===== src/rtl/dmem_pkg.sv =====
// Shared types, func3 codes and byte-enable helper for the data-memory responder.
package dmem_pkg;

    typedef enum logic [1:0] {
        IDLE,
        ACCESS,
        DONE
    } dmem_state_e;

    localparam logic [2:0] F3_B  = 3'd0;
    localparam logic [2:0] F3_H  = 3'd1;
    localparam logic [2:0] F3_W  = 3'd2;
    localparam logic [2:0] F3_BU = 3'd4;
    localparam logic [2:0] F3_HU = 3'd5;

    // Lane mask for a store of the given size at the given byte offset.
    function automatic logic [3:0] byte_en(input logic [2:0] func3, input logic [1:0] addr);
        logic [3:0] be;
        be = '0;
        case (func3)
            F3_B:    be = 4'b0001 << addr;
            F3_H:    be = addr[1] ? 4'b1100 : 4'b0011;
            F3_W:    be = '1;
            default: be = '0;
        endcase
        return be;
    endfunction

endpackage


===== src/rtl/dmem_load_align.sv =====
// Extracts the addressed byte/halfword/word from a memory word and sign- or zero-extends it.
module dmem_load_align
    import dmem_pkg::*;
(
    input  logic [31:0] word,
    input  logic [1:0]  addr,
    input  logic [2:0]  func3,
    output logic [31:0] data
);

    logic [31:0] shifted;
    logic [7:0]  byte_v;
    logic [15:0] half_v;

    always_comb begin
        shifted = word >> {addr, 3'b000};
        byte_v  = shifted[7:0];
        half_v  = addr[1] ? word[31:16] : word[15:0];
        data    = '0;
        case (func3)
            F3_B:    data = {{24{byte_v[7]}}, byte_v};
            F3_BU:   data = {24'h000000, byte_v};
            F3_H:    data = {{16{half_v[15]}}, half_v};
            F3_HU:   data = {16'h0000, half_v};
            F3_W:    data = word;
            default: data = '0;
        endcase
    end

endmodule


===== src/rtl/dmem_responder.sv =====
// MEM-stage load/store responder: valid/ready request, programmable wait states,
// byte-enable store merge, formatted load data and alignment/legality checking.
module dmem_responder
    import dmem_pkg::*;
#(
    parameter int DM_ADDRESS  = 9,
    parameter int DATA_W      = 32,
    parameter int WAIT_CYCLES = 1
) (
    input  logic                  clk,
    input  logic                  reset,
    input  logic                  req_valid,
    output logic                  req_ready,
    input  logic                  MemRead,
    input  logic                  MemWrite,
    input  logic [DM_ADDRESS-1:0] addr,
    input  logic [DATA_W-1:0]     wdata,
    input  logic [2:0]            func3,
    output logic [DATA_W-1:0]     rdata,
    output logic                  resp_valid,
    output logic                  err,
    output logic                  mem_stall
);

    localparam int WORDS = 2 ** (DM_ADDRESS - 2);

    logic [DATA_W-1:0]     mem [WORDS];

    dmem_state_e           state, state_n;
    logic [3:0]            cnt;
    logic                  op_rd, op_wr;
    logic [DM_ADDRESS-1:0] addr_q;
    logic [DATA_W-1:0]     wdata_q;
    logic [2:0]            f3_q;
    logic                  err_q;
    logic [DATA_W-1:0]     rdata_q;

    logic                  accept;
    logic                  illegal;
    logic                  bad_f3;
    logic                  misaligned;
    logic                  last_access;
    logic [3:0]            be;
    logic [DATA_W-1:0]     wmerge;
    logic [DATA_W-1:0]     rd_word;
    logic [DATA_W-1:0]     load_data;

    always_comb begin
        accept = (state == IDLE) && req_valid && (MemRead || MemWrite);
        if (MemRead)
            bad_f3 = (func3 == 3'd3) || (func3 == 3'd6) || (func3 == 3'd7);
        else
            bad_f3 = (func3 > F3_W);
        misaligned = ((func3[1:0] == 2'd1) && addr[0]) ||
                     ((func3[1:0] == 2'd2) && (addr[1:0] != 2'b00));
        illegal    = (MemRead && MemWrite) || bad_f3 || misaligned;
    end

    always_comb begin
        state_n    = state;
        req_ready  = 1'b0;
        mem_stall  = 1'b0;
        resp_valid = 1'b0;
        err        = 1'b0;
        case (state)
            IDLE: begin
                req_ready = 1'b1;
                if (accept) begin
                    mem_stall = 1'b1;
                    state_n   = illegal ? DONE : ACCESS;
                end
            end
            ACCESS: begin
                mem_stall = 1'b1;
                if (cnt == '0)
                    state_n = DONE;
            end
            DONE: begin
                resp_valid = 1'b1;
                err        = err_q;
                state_n    = IDLE;
            end
            default: state_n = IDLE;
        endcase
    end

    always_comb begin
        last_access = (state == ACCESS) && (cnt == '0);
        be          = byte_en(f3_q, addr_q[1:0]);
        case (f3_q[1:0])
            2'd0:    wmerge = {4{wdata_q[7:0]}};
            2'd1:    wmerge = {2{wdata_q[15:0]}};
            default: wmerge = wdata_q;
        endcase
        rd_word = mem[addr_q[DM_ADDRESS-1:2]];
    end

    dmem_load_align u_align (
        .word  (rd_word),
        .addr  (addr_q[1:0]),
        .func3 (f3_q),
        .data  (load_data)
    );

    always_ff @(posedge clk) begin
        if (reset) begin
            state   <= IDLE;
            cnt     <= '0;
            op_rd   <= 1'b0;
            op_wr   <= 1'b0;
            addr_q  <= '0;
            wdata_q <= '0;
            f3_q    <= '0;
            err_q   <= 1'b0;
            rdata_q <= '0;
        end else begin
            state <= state_n;
            if (accept) begin
                op_rd   <= MemRead;
                op_wr   <= MemWrite;
                addr_q  <= addr;
                wdata_q <= wdata;
                f3_q    <= func3;
                err_q   <= illegal;
                cnt     <= 4'(WAIT_CYCLES);
                // Rejected requests respond next cycle, so clear the data now.
                if (illegal)
                    rdata_q <= '0;
            end else if (state == ACCESS) begin
                if (cnt != '0)
                    cnt <= cnt - 1'b1;
                else
                    rdata_q <= op_rd ? load_data : '0;
            end
        end
    end

    // Storage has no reset; a reset in the final access cycle must still suppress the write.
    always_ff @(posedge clk) begin
        if (!reset && last_access && op_wr) begin
            for (int unsigned i = 0; i < 4; i++) begin
                if (be[i])
                    mem[addr_q[DM_ADDRESS-1:2]][8*i +: 8] <= wmerge[8*i +: 8];
            end
        end
    end

    assign rdata = rdata_q;

endmodule


===== config.mk =====
export PLATFORM = sky130hd
export DESIGN_NAME = dmem_responder
export DESIGN_NICKNAME = d
export VERILOG_FILES = /design/src/rtl/dmem_pkg.sv /design/src/rtl/dmem_load_align.sv /design/src/rtl/dmem_responder.sv
export SDC_FILE = /design/constraint.sdc
export NUM_CORES = 2
export LEC_CHECK = 0
export CAP_MARGIN = 20
export CELL_PAD_IN_SITES_DETAIL_PLACEMENT = 0
export CELL_PAD_IN_SITES_GLOBAL_PLACEMENT = 1
export CORE_ASPECT_RATIO = 0.75
export CORE_MARGIN = 2
export CORE_UTILIZATION = 35
export DETAILED_ROUTE_END_ITERATION = 8
export PLACE_DENSITY = 0.63
export SLEW_MARGIN = 40
export SYNTH_ARGS = -nofsm -noshare
export SYNTH_HDL_FRONTEND = slang
export SYNTH_SLANG_ARGS = --single-unit

===== constraint.sdc =====
create_clock -name clk -period 11.1 [get_ports clk]
set_input_delay 1.11 -clock clk [delete_from_list [all_inputs] [get_ports clk]]
set_output_delay 1.11 -clock clk [all_outputs]
set_load 0.01 [all_outputs]

==> impl_metrics.toml <==
[synthesis]
synth-edff-count = 4096
async_flop_share_pct = 0
synth_top_family_by_area = "multiplexers"
avgSynthCellArea_sq_um = 19.9
yosys_warnings = 0
synth_mux_area_share_pct = 14.8
synth_top_area_cell = "edfxtp_1"
synth_xor_xnor_area_share_pct = 0.0160
synth_top_cell_area_share_pct = 74.9
synth_seq_area_share_pct = 76.0
synthTopCellsByArea = "edfxtp_1 75%, mux4_2 11%, mux2i_1 2.6%, nor2_1 1.5%, a22oi_1 1.3%"
synth_nets = 8307
ys.flop_type = "edfxtp_1"
synth_compound_area_share_pct = 3.83
syn_area_sq_um = 164000
synth_seq_cells = 4188
synthAdderAreaFrac_pct = 0.00762
netlist_instances = 8257
synth-simple-area-share_pct = 3.52
synth_cell_type_count = 91

[critical_path]
crit_chain = "buf_4, buf_4, mux4_2, a22oi_1, a41oi_1, or3_1, nor4_1, mux2i_1, nand3_1, a311oi_1"
slowest_delay_ns = 0.76
path_max_fanout = 49
worstPathRequired_ns = 11.93
worst_setup_path_start_kind = "flip-flop"
crit_buf_inv = 2
worstPathArrival_ns = 6.60
worst_setup_path_end_kind = "flip-flop"
critPathMostFrequentCell = "buf_4"
critPathKind = "reg2reg"
path_delay_family = "buffers and inverters"
critPathSlowestCell = "buf_4"

[outcome]
outcome = "finished, final reports clean"

[sta]
rsz0062_at_grt = "false"
finalHoldViolations = 0
slew_violations = 0
fin_crit_sh_pct = 52.0
maxSlewHeadroom_pct = 31.5
worst_pin_slew_ns = 1.02
setup_tns_ns = 0
fin_crit_ns = 5.77
setup-violations-final = 0
max_freq_mhz = 173
fin_ws_ns = 5.33
skew_ns = 0.0872

[drt]
wire_per_inst_um = 36.2
viasPerCell = 5.94
drt-pass1-iter-count = 7
totalWireLength_mm = 547
via_count = 89600
first_iter_violations = 15000
route.detailed.drc = 0
antenna_left = 0

[floorplan]
die_h_um = 597
die_area_sq_um = 475000
start_util_pct = 35.2
io-pin-count = 85
core-area_sq_um = 466000
die_w_um = 795
num_rows = 217

[global_route]
gr-usage-all-layers_pct = 22.4
grt_pass1_wl_mm = 737
antenna_found_initial = 48
overflow = 0
first_global_vias = 84700
grt_max_degree = 117

[cts]
ctsHtreeMaxLevel = 5
cts_buffer_depth = 4
cts-root-buf = "clkbuf_16"
path_clk_slew_ns = 0.07
cts_hold_buf = 0
cts_tree = "yes"
clock-sinks = 4188
cts_buffers = 391
cts-resized-gates = 0
cts_setup_buffers = 0
clk_latency_ns = 1.01

[power_and_ir_drop]
peakVddDrop_mv = 0.141
p_leak_nw = 53.3
power_density_nw_per_um2 = 178

[finish]
final.fill_count = 41300
area_growth_pct = 14.0
layout.nets = 8574
drive_above_1_share_pct = 25.3

[place]
gp_congestion = 0.998
io_buffers = 84
post-place-ws_ns = 5.28
hpwlAfterDp_mm = 369

[min_path]
hp-class = "reg2reg"

[flow_run]
drv_cap = 0
## synthesized netlist by cell type (18+ instances only)
library cell,number
a221oi_1,115
nand3_1,121
a21oi_1,103
a22oi_1,284
mux4_2,801
dfxtp_1,92
nor2b_1,19
a22o_1,57
edfxtp_1,4096
buf_6,59
nor2_1,643
buf_2,128
o22ai_1,66
mux4_1,60
o21ai_0,107
and3_1,18
mux2_2,31
nor3_1,35
buf_4,76
nand2b_1,22
nand4_1,38
nand2_1,412
o211ai_1,19
buf_1,28
mux2i_1,426
clkbuf_1,180
## cell families after synthesis
kind of cell               after synthesis
AOI/OAI and AO/OA                      868
xor gates and xnor gates                 3
adders and majority gates                1
buffers and inverters                  508
DFF                                   4188
muxes                                 1318
and+or+nand+nor                       1371
## stage by stage
step / cells / util, % / hold slack (ns) / power, mW / instance area (sq um)
global placement: 14300 / 36.9 / 0.453 / 20.0 / 172000
finish: 15100 / 40.1 / 0.462 / 33.4 / 187000
detailed placement: 14400 / 37.2 / 0.450 / 20.1 / 174000
CTS: 15000 / 39.9 / 0.464 / 33.4 / 186000
floorplan: 8257 / - / 0.433 / 19.1 / 164000
global route: 15100 / 40.1 / 0.488 / 34.1 / 187000
## worst reg2reg max path: cells and delay by family (launching register included)
| family | cells | cell delay [ns] |
|---|---|---|
| buffers and inverters | 2 | 1.55 |
| AND/OR/NAND/NOR | 3 | 1.39 |
| AO/OA/AOI/OAI | 3 | 1.34 |
| multiplexers | 2 | 0.70 |
| flip-flops | 1 | 0.68 |
## where the power goes
group | leakage (nW) | switching (mW) | internal [mW] | total (mW)
sequential | 35.8 | 0.0622 | 17.5 | 17.5
combinational | 11.4 | 1.66 | 0.664 | 2.32
clock | 6.07 | 6.05 | 7.49 | 13.5
## final cells by class
type	count	area, sq um	share of cell area [%]
Clock inverter	195	2160	1.15
Inverter	11	50.0	0.0267
Clock buffer	502	10400	5.56
Multi-Input combinational cell	3561	38200	20.4
Antenna cell	18	45.0	0.0241
Timing Repair Buffer	371	3590	1.92
Tap cell	6241	7810	4.17
Sequential cell	4188	125000	66.7
## final timing paths
kind	depth (start not counted)	slack, ns	start	end
setup / recovery	10	5.33	flip-flop	rdata[6]$_SDFFE_PP0P_
setup reg to reg	10	5.33	flip-flop	rdata[6]$_SDFFE_PP0P_
hold reg to reg	2	0.46	op_rd$_SDFFE_PP0P_	op_rd$_SDFFE_PP0P_
hold / removal	2	0.46	op_rd$_SDFFE_PP0P_	op_rd$_SDFFE_PP0P_
## registers in the layout, indices dropped and copies added, names as in the netlist, named ones only
| signal | count |
|---|---|
| rdata | 32 |
| f3_q | 3 |
| wdata_q | 32 |
| cnt | 4 |
| err_q | 1 |
| op_rd | 1 |
| state | 2 |
| addr_q | 9 |
| op_wr | 1 |
| mem | 4096 |
## placed cells by master, fill, tap and decap left out, types with 38 or more instances in the layout
cell | synthesis | layout
clkinv_1 | 2 | 65
nand4_1 | 38 | 38
dfxtp_1 | 92 | 76
mux4_1 | 60 | 60
clkbuf_1 | 180 | 96
a21oi_1 | 103 | 102
buf_4 | 76 | 214
nand2_1 | 412 | 384
a22o_1 | 57 | 57
a221oi_1 | 115 | 95
clkdlybuf4s50_1 | 0 | 83
mux2i_1 | 426 | 426
nand3_1 | 121 | 121
o21ai_0 | 107 | 91
mux4_2 | 801 | 801
a22oi_1 | 284 | 284
clkbuf_16 | 0 | 396
edfxtp_1 | 4096 | 4096
clkinv_2 | 0 | 56
nor2_2 | 1 | 400
o22ai_1 | 66 | 65
nor2_1 | 643 | 216
## layer usage
metal,track usage [%],vias up,part of all wire [%]
met5,0,-,0.027
met4,6.61,20,3.2
met3,8.18,812,14
met2,30.3,5950,41
met1,33.5,48100,42
li1,-,34700,-
No activity file was read; power rests on OpenSTA's default activity.
